## src/rtl/encoder_cb_scheduler_if.sv

```systemverilog
// Handshake bundle linking the CBS FIFO read side, the code-block scheduler and the parallel turbo encoder.
// master = scheduler side, slave = FIFO/encoder environment side.
interface encoder_cb_scheduler_if;
  localparam int unsigned DATA_W = 8;
  localparam int unsigned WORD_W = DATA_W + 2;

  logic [WORD_W-1:0] fifo_q;
  logic              fifo_empty;
  logic              fifo_rdreq;
  logic              int_ready;
  logic              enc_busy;
  logic              enc_start;
  logic              enc_blocksize;
  logic [DATA_W-1:0] enc_din;
  logic              enc_din_valid;
  logic              block_active;
  logic              sched_err;

  modport master (
    input  fifo_q, fifo_empty, int_ready, enc_busy,
    output fifo_rdreq, enc_start, enc_blocksize, enc_din, enc_din_valid, block_active, sched_err
  );

  modport slave (
    output fifo_q, fifo_empty, int_ready, enc_busy,
    input  fifo_rdreq, enc_start, enc_blocksize, enc_din, enc_din_valid, block_active, sched_err
  );
endinterface

```

## src/rtl/encoder_cb_scheduler.sv

```systemverilog
// Code-block scheduler: pulls framed words from the CBS FIFO and issues one 132/768-byte block per enc_start.
// Optional CB_SCHED_STATS_EN adds blocks_done / err_count statistics outputs.
module encoder_cb_scheduler #(
  parameter int unsigned SMALL_BYTES = 132,
  parameter int unsigned LARGE_BYTES = 768,
  parameter int unsigned CNT_W       = 10
) (
  input  logic                   clock,
  input  logic                   reset,
  encoder_cb_scheduler_if.master sched_io
`ifdef CB_SCHED_STATS_EN
  ,
  output logic [15:0]            blocks_done,
  output logic [7:0]             err_count
`endif
);

  localparam int unsigned DATA_W = 8;

  typedef enum logic [1:0] {
    S_IDLE,
    S_HDR,
    S_WAIT_RES,
    S_STREAM
  } state_e;

  state_e             state_q, state_d;
  logic               bs_q, bs_d;
  logic [DATA_W-1:0]  byte0_q, byte0_d;
  logic [CNT_W-1:0]   issued_q, issued_d;
  logic [CNT_W-1:0]   sent_q, sent_d;
  logic               err_q, err_d;
  logic               rd_pend_q;
  logic               enc_start_q, enc_start_d;
  logic               enc_bs_q, enc_bs_d;
  logic [DATA_W-1:0]  enc_din_q, enc_din_d;
  logic               enc_valid_q, enc_valid_d;
  logic               active_q, active_d;

  logic               rdreq_c;
  logic               issue_c;
  logic               issue_bs_c;
  logic [DATA_W-1:0]  issue_byte_c;
  logic               err_evt_c;
  logic               res_free_c;
  logic               last_c;
  logic [CNT_W-1:0]   n_c;

  assign n_c        = bs_q ? CNT_W'(LARGE_BYTES) : CNT_W'(SMALL_BYTES);
  assign res_free_c = sched_io.int_ready && !sched_io.enc_busy;
  // Final byte of a full-length block is on fifo_q this cycle.
  assign last_c     = (state_q == S_STREAM) && rd_pend_q && !sched_io.fifo_q[0] &&
                      ((sent_q + CNT_W'(1)) == n_c);

  // Next-state and registered-output decode.
  always_comb begin
    state_d      = state_q;
    bs_d         = bs_q;
    byte0_d      = byte0_q;
    issued_d     = issued_q;
    sent_d       = sent_q;
    err_d        = err_q;
    enc_start_d  = 1'b0;
    enc_bs_d     = enc_bs_q;
    enc_din_d    = enc_din_q;
    enc_valid_d  = 1'b0;
    active_d     = active_q;
    rdreq_c      = 1'b0;
    issue_c      = 1'b0;
    issue_bs_c   = bs_q;
    issue_byte_c = byte0_q;
    err_evt_c    = 1'b0;

    unique case (state_q)
      S_IDLE: begin
        active_d = 1'b0;
        if (!sched_io.fifo_empty) begin
          rdreq_c = 1'b1;
          state_d = S_HDR;
        end
      end

      S_HDR: begin
        active_d = 1'b0;
        if (sched_io.fifo_q[0]) begin
          bs_d    = sched_io.fifo_q[1];
          byte0_d = sched_io.fifo_q[9:2];
          if (res_free_c) begin
            issue_c      = 1'b1;
            issue_bs_c   = sched_io.fifo_q[1];
            issue_byte_c = sched_io.fifo_q[9:2];
          end else begin
            state_d = S_WAIT_RES;
          end
        end else begin
          err_evt_c = 1'b1;
          state_d   = S_IDLE;
        end
      end

      S_WAIT_RES: begin
        if (res_free_c) begin
          issue_c = 1'b1;
        end
      end

      S_STREAM: begin
        if (rd_pend_q && sched_io.fifo_q[0]) begin
          // Premature header truncates this block and becomes the next one.
          err_evt_c = 1'b1;
          active_d  = 1'b0;
          bs_d      = sched_io.fifo_q[1];
          byte0_d   = sched_io.fifo_q[9:2];
          state_d   = S_WAIT_RES;
        end else begin
          if (!sched_io.fifo_empty && (issued_q < n_c)) begin
            rdreq_c  = 1'b1;
            issued_d = issued_q + CNT_W'(1);
          end
          if (rd_pend_q) begin
            enc_din_d   = sched_io.fifo_q[9:2];
            enc_valid_d = 1'b1;
            sent_d      = sent_q + CNT_W'(1);
            if (sched_io.fifo_q[1] != bs_q) begin
              err_evt_c = 1'b1;
            end
            if (last_c) begin
              state_d = S_IDLE;
            end
          end
        end
      end

      default: state_d = S_IDLE;
    endcase

    if (issue_c) begin
      enc_start_d = 1'b1;
      enc_valid_d = 1'b1;
      enc_din_d   = issue_byte_c;
      enc_bs_d    = issue_bs_c;
      active_d    = 1'b1;
      sent_d      = CNT_W'(1);
      issued_d    = CNT_W'(1);
      state_d     = S_STREAM;
    end

    if (err_evt_c) begin
      err_d = 1'b1;
    end
  end

  // FIFO read strobe is combinational so it can never fire on a stale empty flag.
  assign sched_io.fifo_rdreq = rdreq_c && reset;

  always_ff @(posedge clock or negedge reset) begin
    if (!reset) begin
      state_q     <= S_IDLE;
      bs_q        <= 1'b0;
      byte0_q     <= '0;
      issued_q    <= '0;
      sent_q      <= '0;
      err_q       <= 1'b0;
      rd_pend_q   <= 1'b0;
      enc_start_q <= 1'b0;
      enc_bs_q    <= 1'b0;
      enc_din_q   <= '0;
      enc_valid_q <= 1'b0;
      active_q    <= 1'b0;
    end else begin
      state_q     <= state_d;
      bs_q        <= bs_d;
      byte0_q     <= byte0_d;
      issued_q    <= issued_d;
      sent_q      <= sent_d;
      err_q       <= err_d;
      rd_pend_q   <= sched_io.fifo_rdreq;
      enc_start_q <= enc_start_d;
      enc_bs_q    <= enc_bs_d;
      enc_din_q   <= enc_din_d;
      enc_valid_q <= enc_valid_d;
      active_q    <= active_d;
    end
  end

  assign sched_io.enc_start     = enc_start_q;
  assign sched_io.enc_blocksize = enc_bs_q;
  assign sched_io.enc_din       = enc_din_q;
  assign sched_io.enc_din_valid = enc_valid_q;
  assign sched_io.block_active  = active_q;
  assign sched_io.sched_err     = err_q;

`ifdef CB_SCHED_STATS_EN
  logic [15:0] blocks_q, blocks_d;
  logic [7:0]  errcnt_q, errcnt_d;

  // Completed-block counter wraps; error counter saturates.
  always_comb begin
    blocks_d = blocks_q;
    errcnt_d = errcnt_q;
    if (last_c) begin
      blocks_d = blocks_q + 16'd1;
    end
    if (err_evt_c && (errcnt_q != 8'hFF)) begin
      errcnt_d = errcnt_q + 8'd1;
    end
  end

  always_ff @(posedge clock or negedge reset) begin
    if (!reset) begin
      blocks_q <= '0;
      errcnt_q <= '0;
    end else begin
      blocks_q <= blocks_d;
      errcnt_q <= errcnt_d;
    end
  end

  assign blocks_done = blocks_q;
  assign err_count   = errcnt_q;
`else
  // Statistics counters are absent in the default build.
`endif

endmodule

```

## src/flat_wrapper.sv

```systemverilog
// flat-port wrapper written by rule: the top's interface ports become plain ports
module encoder_cb_scheduler_flat 
#(
  parameter int unsigned SMALL_BYTES = 132,
  parameter int unsigned LARGE_BYTES = 768,
  parameter int unsigned CNT_W       = 10
)
  (clock, reset, sched_io_fifo_q, sched_io_fifo_empty, sched_io_int_ready, sched_io_enc_busy, sched_io_fifo_rdreq, sched_io_enc_start, sched_io_enc_blocksize, sched_io_enc_din, sched_io_enc_din_valid, sched_io_block_active, sched_io_sched_err);
  encoder_cb_scheduler_if sched_io_i ();
  input  logic clock;
  input  logic reset;
  input wire logic [$bits(sched_io_i.fifo_q)-1:0] sched_io_fifo_q;
  input wire logic [$bits(sched_io_i.fifo_empty)-1:0] sched_io_fifo_empty;
  input wire logic [$bits(sched_io_i.int_ready)-1:0] sched_io_int_ready;
  input wire logic [$bits(sched_io_i.enc_busy)-1:0] sched_io_enc_busy;
  output wire logic [$bits(sched_io_i.fifo_rdreq)-1:0] sched_io_fifo_rdreq;
  output wire logic [$bits(sched_io_i.enc_start)-1:0] sched_io_enc_start;
  output wire logic [$bits(sched_io_i.enc_blocksize)-1:0] sched_io_enc_blocksize;
  output wire logic [$bits(sched_io_i.enc_din)-1:0] sched_io_enc_din;
  output wire logic [$bits(sched_io_i.enc_din_valid)-1:0] sched_io_enc_din_valid;
  output wire logic [$bits(sched_io_i.block_active)-1:0] sched_io_block_active;
  output wire logic [$bits(sched_io_i.sched_err)-1:0] sched_io_sched_err;
  assign sched_io_i.fifo_q = sched_io_fifo_q;
  assign sched_io_i.fifo_empty = sched_io_fifo_empty;
  assign sched_io_i.int_ready = sched_io_int_ready;
  assign sched_io_i.enc_busy = sched_io_enc_busy;
  assign sched_io_fifo_rdreq = sched_io_i.fifo_rdreq;
  assign sched_io_enc_start = sched_io_i.enc_start;
  assign sched_io_enc_blocksize = sched_io_i.enc_blocksize;
  assign sched_io_enc_din = sched_io_i.enc_din;
  assign sched_io_enc_din_valid = sched_io_i.enc_din_valid;
  assign sched_io_block_active = sched_io_i.block_active;
  assign sched_io_sched_err = sched_io_i.sched_err;
  encoder_cb_scheduler #(.SMALL_BYTES(SMALL_BYTES), .LARGE_BYTES(LARGE_BYTES), .CNT_W(CNT_W)) u_core (.clock(clock), .reset(reset), .sched_io(sched_io_i));
endmodule
```

## config.mk

```make
export PLATFORM = sky130hd
export DESIGN_NAME = encoder_cb_scheduler_flat
export DESIGN_NICKNAME = d
export VERILOG_FILES = /design/src/rtl/encoder_cb_scheduler_if.sv /design/src/rtl/encoder_cb_scheduler.sv /design/src/flat_wrapper.sv
export SDC_FILE = /design/constraint.sdc
export NUM_CORES = 1
export LEC_CHECK = 0
export ABC_CLOCK_PERIOD_IN_PS = 4850
export BUFFER_PORTS_ARGS = -buffer_cell sky130_fd_sc_hd__buf_2
export CAP_MARGIN = 25
export CORE_ASPECT_RATIO = 0.5
export CORE_MARGIN = 1
export CORE_UTILIZATION = 35
export CTS_BUF_LIST = sky130_fd_sc_hd__clkbuf_4
export DETAILED_ROUTE_END_ITERATION = 8
export PLACE_DENSITY = 0.57
export SLEW_MARGIN = 20
export SYNTH_ARGS = -nofsm -noshare
export SYNTH_HDL_FRONTEND = slang
export SYNTH_SLANG_ARGS = --single-unit
```

## constraint.sdc

```tcl
create_clock -name clock -period 4.85 [get_ports clock]
set_clock_uncertainty 0.1 [all_clocks]
set_input_delay 0.2425 -clock clock [delete_from_list [all_inputs] [get_ports clock]]
set_output_delay 0.2425 -clock clock [all_outputs]
set_load 0.03 [all_outputs]
```

* Word-level counts from Yosys, hierarchy flattened
Cells that the tools add are included.
** Word-level totals
- Output and inout port bits :: 14
- Register bits :: 45
** Cells by class
- $add $sub $neg :: 2
- Multiplexer cells :: 53
- Reductions and logical operators :: 23
- Eq/ne operators :: 13
- $lt $le $gt $ge :: 1
** Operators by type and width (number)
- two-way mux 10 bit :: 9
- two-way mux 8 bit :: 9
- two-way mux 1 bit :: 21
- adder 10 x 1 -> 10 bit, second input constant :: 2
- case mux 8 bit (2 select lines) :: 1
- two-way mux 2 bit :: 7
- equality test 10 bit :: 1
- less-than comparator 10 bit :: 1
- case mux 1 bit (2 select lines) :: 5
- AND reduction 3 bit :: 3
- inequality test 4 x 2 -> 1 bit, second input constant :: 2
- nonzero test 2 bit :: 4
- logical AND 1 bit :: 7
- inequality test 3 x 2 -> 1 bit, second input constant :: 2
- case mux 2 bit (3 select lines) :: 1
- AND reduction 5 bit :: 1
- equality test 2 bit, second input constant :: 2
- inequality test 2 bit, second input constant :: 2
- inequality test 4 x 3 -> 1 bit, second input constant :: 1
- nonzero test 4 bit :: 1
- logical NOT 1 bit :: 3
- nonzero test 3 bit :: 1
- equality test 2 x 1 -> 1 bit, second input constant :: 1
- logical NOT 2 bit :: 1
- other kinds (4) :: 4

* Logic depth before layout (Yosys ltp)
Gate-level depths: netlist of run 1.
- Word-level depth :: 9
- Depth in mapped cells :: 9
- Gate-level depth less buffers :: 9

* Least setup slack after synthesis of run 1
OpenSTA, ideal clock, no wires.
- Kind :: reg-to-reg
- Start point :: register u_core.issued_q[6]
- End point :: register u_core.issued_q[7]
- Data required time :: 4.672 ns
- Path slack :: 2.487 ns
- Period minus slack after synthesis :: 2.363 ns
- Buffers on the path :: 0
- Arrival time :: 2.185 ns
- Cell stages (with the launch flop) :: 7
- Cells stage by stage :: dfrtp_1 -> or4_1 -> o311a_1 -> o21ai_4 -> nand3_4 -> or4_1 -> a21oi_1
** On the way
- Cells in the longest elaborated chain, start to end :: 5
- Elaborated cells between the ends (all ways) :: 9
- Those cells by class :: add/sub: 1; order compare: 1; mux: 4; reduce/logical: 3
** RTL lines
- start: declaration :: RTL line encoder_cb_scheduler.sv:30 : logic [CNT_W-1:0] issued_q, issued_d;
- start signal: assignment :: RTL line encoder_cb_scheduler.sv:174 : issued_q <= issued_d;
- adder 10 x 1 -> 10 bit :: RTL line encoder_cb_scheduler.sv:118 : issued_d = issued_q + CNT_W'(1);
- two-way mux 10 bit :: RTL line encoder_cb_scheduler.sv:116 : if (!sched_io.fifo_empty && (issued_q < n_c)) begin
- two-way mux 10 bit :: RTL line encoder_cb_scheduler.sv:108 : if (rd_pend_q && sched_io.fifo_q[0]) begin
- two-way mux 10 bit :: RTL line encoder_cb_scheduler.sv:74 : unique case (state_q)
- two-way mux 10 bit :: RTL line encoder_cb_scheduler.sv:137 : if (issue_c) begin
Parallel ways exist; a longest one is shown, timed or not. The select of a mux whose other input is x is not followed.
A chain may end at the register's enable or synchronous reset.

* Worst setup path after layout of run 1
- Start point :: register u_core.state_q[1]
- End point :: register u_core.enc_din_q[2] (netlist: u_core.sched_io.enc_din[2])
** On the way
- Cells in the longest elaborated chain, start to end :: 4
- Elaborated cells between the ends (all ways) :: 10
- Those cells by class :: eq/ne: 4; mux: 3; reduce/logical: 3
** RTL lines
- start: declaration :: RTL line encoder_cb_scheduler.sv:27 : state_e state_q, state_d;
- start signal: assignment :: RTL line encoder_cb_scheduler.sv:171 : state_q <= state_d;
- equality test 2 bit / equality test 2 x 1 -> 1 bit (equally long branches) :: RTL line encoder_cb_scheduler.sv:74
- case mux 1 bit (2 select lines) :: RTL line encoder_cb_scheduler.sv:74
- inequality test 2 x 1 -> 1 bit (no source line) / nonzero test 2 bit (equally long branches)
- AND reduction 3 bit (no source line)
- end signal: assignment :: RTL line encoder_cb_scheduler.sv:180 : enc_din_q <= enc_din_d;
- end: declaration :: RTL line encoder_cb_scheduler.sv:36 : logic [DATA_W-1:0] enc_din_q, enc_din_d;
Parallel ways exist; a longest one is shown, timed or not.

==> flow_summary.json, run 1 <==
{
  "status": "complete, no violations",
  "die_area_sq_mm": 0.00705,
  "grt_busiest_layer": "met2",
  "synthCells": 239,
  "yosys.area_share.simple_pct": 20.0,
  "cp.arrival_ns": 3.40,
  "synth_compound_gate_area_share_pct": 12.9,
  "grt_remaining_overflow": 0,
  "io_buffers": 28,
  "groute.layer.met1.usage_pct": 20.0,
  "setup_viol": 0,
  "slew_violations": 0,
  "power_leakage_nw": 1.30,
  "rrSetupSlack_ns": 1.60,
  "placed_cell_area_sq_mm": 0.00258,
  "path_clk_slew_ns": 0.14,
  "r2r-start": "u_core.state_q[1]",
  "peakVddDrop_mv": 0.260,
  "chipWidth_um": 118,
  "holdPathStages": 2,
  "ys_ff_latch": 45,
  "ys_seq_area_share_pct": 48.1,
  "synthMuxAreaShare_pct": 5.23,
  "synth_fa_ha_area_share_pct": 5.87,
  "area_growth_pct": 17.6,
  "ant_nets": 0,
  "wl_per_cell_um": 13.1,
  "grt_pass1_wl_mm": 8.29,
  "cp-end-kind": "register",
  "grt.total_usage_pct": 15.1,
  "synth_warnings": 0,
  "cts_tree": "built",
  "dpl.hpwl_mm": 3.42,
  "firstDrtPassIters": 4,
  "fin_crit_ns": 3.25,
  "grt_max_degree": 46,
  "cts_sinks": 45,
  "cpPeakStageDelay_ns": 0.68,
  "cts-root-buf": "clkbuf_4",
  "diodes": 0,
  "insertion_delay_ns": 0.36,
  "via_per_inst": 4.90,
  "rsz0062_at_grt": "false",
  "period_share_pct": 67.0,
  "min-delay-start": "sched_io_fifo_q[1]",
  "p_per_area_mw_per_mm2": 487,
  "layout-drive-gt1-share_pct": 18.2,
  "hold_end": "u_core.bs_q",
  "final_cell_mix": "dfrtp_1, nand2_1, buf_2, nor2_1, o21ai_0",
  "pin_count": 29,
  "synth_nets": 265,
  "fmax_ghz": 0.308,
  "crit_slowest_cell": "nor2_1",
  "timing.rr.end": "u_core.sched_io.enc_din[2]",
  "route.detailed.drc": 0,
  "critPathRequiredTime_ns": 5.01,
  "core_area_sq_mm": 0.00626,
  "met2_usage_pct": 25.4,
  "syn_area_sq_mm": 0.00234,
  "synth_xor_area_share_pct": 5.61,
  "critical_path_class": "reg2reg",
  "crit_chain": "inv_1 > ha_1 > and2_1 > o211ai_1 > inv_1 > nor2_1 > nor2_1 > nand2_1 > nand2_1",
  "finalInstanceArea_sq_mm": 0.00276,
  "fin_nets": 305,
  "antenna_found_initial": 0,
  "post_cts_buffers": 0,
  "grt_util_met3_pct": 2.86,
  "clock_path_buffers": 2,
  "wl_mm": 4.81,
  "cp_max_fo": 21,
  "vias": 1802,
  "globalplace.congestion": 0.813,
  "cts_buffers": 5,
  "hp-class": "in2reg",
  "syn_avg_cell_area_sq_um": 9.81,
  "htree_num_levels": 2,
  "r2r_cells": 9,
  "synth-async-reset-ratio_pct": 100,
  "synth_cell_types": 41,
  "rows": 20,
  "synth_top_family_by_area": "simple AND/OR/NAND/NOR gates",
  "slew_headroom_pct": 53.1,
  "max_slew.worst_pin.slew_ns": 0.701,
  "startpoint_type": "register",
  "dieHeight_um": 59.9,
  "grt_pass1_vias": 1746,
  "hold_viol": 0,
  "synthFlopType": "dfrtp_1",
  "max-cap-violations": 0,
  "start_util_pct": 37.5,
  "drt_iter0_markers": 170,
  "synth_edf_count": 0,
  "tns_ns": 0,
  "final_common_cell": "dfrtp_1"
}
sequential cells by signal, indices dropped and copies added, names as in the netlist, 2 cells and up:
| register | cells |
|---|---|
| u_core.sent_q | 10 |
| u_core.sched_io.enc_din | 8 |
| u_core.byte0_q | 8 |
| u_core.state_q | 2 |
| u_core.issued_q | 10 |
stage by stage:
step	util (%)	setup WS, ns	std cells	total power [mW]	hold WS [ns]
floorplan	-	2.49	239	0.964	-0.153
global placement	41.3	1.77	351	1.10	0.300
detailed placement	41.3	1.59	351	1.11	0.311
CTS	44.1	1.57	368	1.36	0.0415
global route	44.1	1.18	368	1.44	0.0319
finish	44.1	1.60	368	1.34	0.0551
worst max-delay path by stage:
stage / from / endpoint / slack, ns / cells after the start
floorplan: u_core.issued_q[6] / u_core.issued_q[7] / 2.49 / 6
global placement: u_core.state_q[1] / u_core.sched_io.enc_din[6] / 1.77 / 9
detailed placement: u_core.state_q[1] / u_core.sched_io.enc_din[7] / 1.59 / 9
CTS: u_core.state_q[1] / u_core.sched_io.enc_din[7] / 1.57 / 9
global route: u_core.state_q[1] / u_core.sched_io.enc_din[2] / 1.18 / 9
finish: u_core.state_q[1] / u_core.sched_io.enc_din[2] / 1.60 / 9
per-layer routing:
| layer | wire [um] | up-vias |
|---|---|---|
| met5 | 0 | - |
| met4 | 48 | 0 |
| met3 | 152 | 5 |
| met2 | 2160 | 28 |
| met1 | 2450 | 851 |
| li1 | - | 918 |
repair_timing:
action                                 4_1_cts  5_1_grt
resized for setup                            0        0
endpoints found under the hold margin       53        0
hold buffers                                 9        0
setup endpoints to repair                    0        0
Yosys cell counts (all sizes together), types with 3 or more instances:
cell,n,share of area [%]
dfrtp,45,48
nand2,40,6.4
nor2,21,3.4
o21ai,14,3.5
ha,11,5.9
inv,10,1.6
mux2,10,4.8
xor2,10,3.7
a21oi,9,1.9
a22oi,8,2.6
nand3,7,2.0
nor3,6,1.3
clkbuf,5,0.80
or3,5,1.3
xnor2,5,1.9
nand4,4,1.1
and3,3,0.80
critical path, delay by kind of cell, from the launching register on:
family | cells | cell delay [ns]
buf+inv | 2 | 0.55
fa+ha+maj | 1 | 0.24
flops | 1 | 0.44
compound gates | 1 | 0.44
simple gates | 5 | 1.38
kinds of logic (layout without fill, tap and decap cells):
| group | after synthesis | count (layout) |
|---|---|---|
| simple gates | 97 | 97 |
| xor+xnor | 15 | 15 |
| compound gates | 45 | 45 |
| mux | 11 | 11 |
| buf+inv | 15 | 56 |
| fa+ha+maj | 11 | 11 |
| flops | 45 | 45 |
final cells by class:
cell class              instances  area [sq um]
clock buffers                   5          37.5
clock inverters                 3          46.3
fillers                       627          3500
inverters                      10          37.5
multi-input cells             179          1160
flip-flops and latches         45          1130
well taps                      88           110
repair buffers                 38           238
power breakdown:
group	switching [mW]	leakage, nW	internal (mW)	total [mW]
registers	0.0980	0.575	0.494	0.592
clock network	0.128	0.0414	0.109	0.237
logic	0.301	0.685	0.212	0.514
(Power assumes the default switching activity.)
==> run 2, diff against run 1 <==
--- a/config.mk
+++ b/config.mk
@@ -5,7 +5,7 @@
 export SDC_FILE = /design/constraint.sdc
 export NUM_CORES = 1
 export LEC_CHECK = 0
-export ABC_CLOCK_PERIOD_IN_PS = 4850
+export ABC_CLOCK_PERIOD_IN_PS = 3300
 export BUFFER_PORTS_ARGS = -buffer_cell sky130_fd_sc_hd__buf_2
 export CAP_MARGIN = 25
 export CORE_ASPECT_RATIO = 0.5
==> constraint.sdc (replaced) <==
create_clock -name clock -period 3.3 [get_ports clock]
set_clock_uncertainty 0.1 [all_clocks]
set_input_delay 0.165 -clock clock [delete_from_list [all_inputs] [get_ports clock]]
set_output_delay 0.165 -clock clock [all_outputs]
set_load 0.03 [all_outputs]
==> run 2 against run 1 <==
Clock power increased by 81%. First-iteration DRC count shrank 41%. Die area unchanged. Flip-flop and latch count did not move. Hold slack got worse by 0.014 ns. Register-to-register slack got worse by 0.87 ns. Count of clock-buffer cells in the layout stayed put. Via count up 3.8%. Non-clock buffer count increased by 4. Critical path depth fell by 2. Final cell count increased by 1.1%. Sequential power increased by 47%. Largest cell class unchanged. Largest power group unchanged.
==> flow_summary.json, run 2 (same netlist as run 1, synthesis figures left out) <==
{
  "status": "complete, no violations",
  "hold_viol": 0,
  "cts_sinks": 45,
  "internal-power_mw": 1.28,
  "topRoutingLayerUsed": "met4",
  "ant_nets": 0,
  "power_leakage_nw": 1.33,
  "die_area_sq_mm": 0.00705,
  "cpPeakStageDelay_ns": 0.48,
  "core_area_sq_mm": 0.00626,
  "max_slew.worst_pin.slew_ns": 0.681,
  "crit_chain": "ha_1 > a21boi_0 > nor3b_2 > nand2_1 > o21ai_0 > and3b_1 > buf_2",
  "start_util_pct": 37.5,
  "pin_count": 29,
  "setup_viol": 0,
  "grt_pass1_vias": 1836,
  "fmax_ghz": 0.350,
  "swShare_pct": 37.8,
  "wl_met1_mm": 2.36,
  "antenna_found_initial": 0,
  "hold_ws_ns": 0.0406,
  "clock_path_buffers": 2,
  "crit_slowest_cell": "nor3b_2",
  "grt_pass1_wl_mm": 8.36,
  "critical_path_class": "reg2out",
  "crit_family": "simple AND/OR/NAND/NOR gates",
  "wl_met2_mm": 2.20,
  "reg_top3": "u_core.issued_q (10), u_core.sent_q (10)",
  "cts_buffers": 5,
  "wl_mm": 4.78,
  "vias": 1870,
  "startpoint_type": "register",
  "cts_tree": "built",
  "firstDrtPassIters": 4,
  "critPathRequiredTime_ns": 3.03,
  "cts-root-buf": "clkbuf_4",
  "n_fill_cell": 615,
  "comb_power_share_pct": 37.1,
  "seqPwrFrac_pct": 42.2,
  "layout-drive-gt1-share_pct": 19.0,
  "route.detailed.drc": 0,
  "period_share_pct": 86.5,
  "placed_cell_area_sq_mm": 0.00261,
  "dieHeight_um": 59.9,
  "rows": 20,
  "grt_max_degree": 47,
  "rsz0062_at_grt": "false",
  "drt_iter0_markers": 100,
  "htree_num_levels": 2,
  "via_per_inst": 5.03,
  "max-cap-violations": 0,
  "clkPwrFrac_pct": 20.7,
  "globalplace.congestion": 0.791,
  "p_per_area_mw_per_mm2": 734,
  "crit_buf_inv": 1,
  "cp.arrival_ns": 2.59,
  "slew_headroom_pct": 54.4,
  "cp-end-kind": "primary output",
  "peakVddDrop_mv": 0.365,
  "final_cell_mix": "dfrtp_1, nand2_1, buf_2, nor2_1, o21ai_0",
  "insertion_delay_ns": 0.35,
  "cp_max_fo": 6,
  "area_growth_pct": 20.0,
  "dpl.hpwl_mm": 3.38,
  "hp-class": "in2reg",
  "path_clk_slew_ns": 0.14,
  "fin_crit_ns": 2.85,
  "final_common_cell": "dfrtp_1",
  "fin_nets": 309,
  "grt.total_usage_pct": 15.2,
  "grt_remaining_overflow": 0,
  "dr_wl_met3_um": 167,
  "wl_per_cell_um": 12.8,
  "finalInstanceArea_sq_mm": 0.00281,
  "p_sw_mw": 0.779,
  "slew_violations": 0,
  "diodes": 0,
  "chipWidth_um": 118,
  "tns_ns": 0,
  "io_buffers": 28
}
==> run 2: changes by cell type in the layout (fill, tap and decap cells not counted) <==
cell,change
dlygate4sd3_1,+1
bufinv_16,+1
inv_6,+1
buf_4,+3
clkinv_4,-1
clkinvlp_4,-1
==> run 2: power by group through the flow <==
stage | sequential [mW] | clock, mW | combinational [mW]
after floorplan | 0.966 | 0 | 0.451
after global routing | 0.902 | 0.466 | 0.851
after global placement | 0.869 | 0 | 0.748
after CTS | 0.869 | 0.441 | 0.772
final | 0.871 | 0.428 | 0.764
after detailed placement | 0.879 | 0 | 0.763
==> run 2: layout make-up <==
type                       count  area (sq um)  area share [%]
clock buffer                   5          37.5            1.34
inverter                      10          37.5            1.34
clock inverter                 3          68.8            2.45
sequential                    45          1130            40.1
tap                           88           110            3.92
timing repair buffer          42           270            9.61
multi-input combinational    179          1160            41.3
==> run 2: what timing repair did <==
action	CTS	global route
hold buffers	10	0
resized for setup	0	0
hold endpoints to repair	62	0
buffers inserted	0	0
==> run 2: final timing paths <==
check | startpoint | endpoint | slack (ns) | depth (start not counted)
max reg2reg | u_core.state_q[1] | u_core.issued_q[7] | 0.73 | 6
min | sched_io_fifo_q[0] | u_core.sched_io.sched_err | 0.04 | 2
min reg2reg | u_core.byte0_q[7] | u_core.sched_io.enc_din[7] | 0.41 | 2
min in group asynchronous | reset | u_core.sched_io.enc_din[2] | 0.32 | 3
max in group asynchronous | reset | u_core.sent_q[4] | 2.40 | 3
max | u_core.state_q[1] | sched_io_fifo_rdreq | 0.45 | 7
==> run 2: worst register-to-register path, delay by kind of cell, from the launching register on <==
kind | cells | cell delay (ns)
AND/OR/NAND/NOR | 3 | 1.19
AO/OA/AOI/OAI | 2 | 0.53
flip-flops | 1 | 0.45
adder cells (fa/ha/maj) | 1 | 0.26
==> run 2: stage by stage <==
step,instances,total power [mW],utilization (%),setup WS (ns)
6_report,372,2.06,44.9,0.445
5_1_grt,372,2.22,44.9,0.0911
4_1_cts,372,2.08,44.9,0.444
3_5_place_dp,354,1.64,41.6,0.787
3_3_place_gp,354,1.62,41.6,0.846
2_1_floorplan,239,1.42,-,0.937
==> run 2: metal layers <==
metal  vias up  GRT usage, %
met5         -             0
met4         0          4.40
met3         6          3.63
met2        28          27.7
met1       906          18.3
li1        930             -
==> run 3, diff against run 2 <==
--- a/config.mk
+++ b/config.mk
@@ -8,12 +8,13 @@
 export ABC_CLOCK_PERIOD_IN_PS = 3300
 export BUFFER_PORTS_ARGS = -buffer_cell sky130_fd_sc_hd__buf_2
 export CAP_MARGIN = 25
-export CORE_ASPECT_RATIO = 0.5
-export CORE_MARGIN = 1
+export CORE_ASPECT_RATIO = 1.4
+export CORE_MARGIN = 5
 export CORE_UTILIZATION = 35
 export CTS_BUF_LIST = sky130_fd_sc_hd__clkbuf_4
 export DETAILED_ROUTE_END_ITERATION = 8
 export PLACE_DENSITY = 0.57
+export REMOVE_ABC_BUFFERS = 1
 export SLEW_MARGIN = 20
 export SYNTH_ARGS = -nofsm -noshare
 export SYNTH_HDL_FRONTEND = slang
==> run 3 against run 2 <==
Non-clock buffer count is 1 higher. Wire length grew 7.9%. Fmax increased by 1.8%. Final cell count decreased by 3.5%. Largest cell class unchanged. Largest power group unchanged. Highest routed layer unchanged.
==> flow_summary.json, run 3 (same netlist as run 1, synthesis figures left out) <==
{
  "status": "complete, no violations",
  "vias": 1863,
  "placed_cell_area_sq_mm": 0.00259,
  "slew_violations": 0,
  "fin_cells": 359,
  "cts_tree": "built",
  "cts_sinks": 45,
  "p_per_area_mw_per_mm2": 712,
  "wl_per_cell_um": 14.4,
  "final_common_cell": "dfrtp_1",
  "wl_mm": 5.16,
  "finish.utilization_pct": 42.2,
  "critPathRequiredTime_ns": 3.03,
  "hold_ws_ns": 0.0433,
  "regArea_sq_mm": 0.00113,
  "htree_num_levels": 2,
  "n_fill_cell": 661,
  "path_clk_slew_ns": 0.14,
  "cpPeakStageDelay_ns": 0.46,
  "diodes": 0,
  "pin_count": 29,
  "fin_nets": 310,
  "rsz0062_at_grt": "false",
  "core_area_sq_mm": 0.00657,
  "max_slew.worst_pin.slew_ns": 0.571,
  "crit_family": "simple AND/OR/NAND/NOR gates",
  "setup_viol": 0,
  "io_buffers": 28,
  "fin_crit_ns": 2.81,
  "dpl.hpwl_mm": 3.70,
  "dieHeight_um": 107,
  "cp-end-kind": "primary output",
  "final_cell_mix": "dfrtp_1, nand2_1, buf_2, nor2_1, o21ai_0",
  "ant_nets": 0,
  "area_growth_pct": 18.4,
  "period_share_pct": 85.0,
  "multi_input_area_sq_mm": 0.00116,
  "power.total_mw": 1.98,
  "hold_viol": 0,
  "reg_top3": "u_core.issued_q (10), u_core.sent_q (10)",
  "dp_slack_ns": 0.802,
  "layout-drive-gt1-share_pct": 18.9,
  "firstDrtPassIters": 4,
  "grt.total_usage_pct": 13.0,
  "cts_resized": 0,
  "slew_headroom_pct": 61.8,
  "peakVddDrop_mv": 0.441,
  "cts_buffers": 5,
  "insertion_delay_ns": 0.36,
  "fmax_ghz": 0.356,
  "worst_slack_ns": 0.495,
  "start_util_pct": 35.7,
  "critical_path_class": "reg2out",
  "die_area_sq_mm": 0.00846,
  "crit_buf_inv": 1,
  "cp_max_fo": 6,
  "cts-root-buf": "clkbuf_4",
  "clock_path_buffers": 2,
  "power_leakage_nw": 1.32,
  "chipWidth_um": 79.2,
  "grt_max_degree": 46,
  "drt_iter0_markers": 76,
  "crit_slowest_cell": "nor3b_2",
  "tns_ns": 0,
  "cts_hold_buf": 10,
  "globalplace.congestion": 0.741,
  "hp-class": "in2reg",
  "via_per_inst": 5.19,
  "grt_pass1_wl_mm": 8.71,
  "crit_chain": "ha_1 > a21boi_0 > nor3b_2 > nand2_1 > o21ai_0 > and3b_1 > buf_2",
  "max-cap-violations": 0,
  "post_cts_buffers": 0,
  "rrSetupSlack_ns": 0.79,
  "grt_remaining_overflow": 0,
  "placedCellCount": 341,
  "cp.arrival_ns": 2.54,
  "route.detailed.drc": 0,
  "antenna_found_initial": 0,
  "grt_pass1_vias": 1824,
  "startpoint_type": "register",
  "rows": 35,
  "finalInstanceArea_sq_mm": 0.00277
}
-- run 3: cell count changes in the layout (fill, tap and decap cells not counted) --
cell	delta
buf_4	+1
inv_6	-1
clkinvlp_4	+1
bufinv_16	-1
clkinv_1	+1
-- run 3: final cells by class --
| class | count | share of cell area (%) |
|---|---|---|
| inverter | 10 | 1.35 |
| clock inverter | 3 | 1.49 |
| sequential | 45 | 40.6 |
| tap | 74 | 3.34 |
| timing repair buffer | 43 | 10.0 |
| clock buffer | 5 | 1.35 |
| multi-input combinational | 179 | 41.9 |
-- run 3: worst reg2reg max path, cell delays in order (launching register included) --
cell and delay, ns:
dfrtp_1 0.45, or4_1 0.53, o311a_1 0.33, o21ai_4 0.22
nand3_4 0.15, or4_1 0.52, a21oi_1 0.15
-- run 3: worst paths after layout --
path | from | to | cells past startpoint
min reg2reg | u_core.sched_io.enc_blocksize | u_core.sched_io.enc_blocksize | 2
max in group asynchronous | reset | u_core.sched_io.sched_err | 3
min in group asynchronous | reset | u_core.byte0_q[3] | 3
min | sched_io_fifo_q[0] | u_core.sched_io.sched_err | 2
max | u_core.state_q[1] | sched_io_fifo_rdreq | 7
max reg2reg | u_core.issued_q[6] | u_core.issued_q[7] | 6
-- run 3: power breakdown --
group          internal (mW)  switching [mW]
logic                  0.320           0.444
registers              0.726           0.142
clock network          0.157           0.188
-- run 3: metal layers --
| metal | GRT usage (%) | up-vias | wire [um] |
|---|---|---|---|
| met3 | 2.69 | 5 | 185 |
| li1 | - | 930 | - |
| met5 | 0 | - | 0 |
| met2 | 23.1 | 31 | 2680 |
| met4 | 4.79 | 0 | 89 |
| met1 | 15.2 | 897 | 2200 |
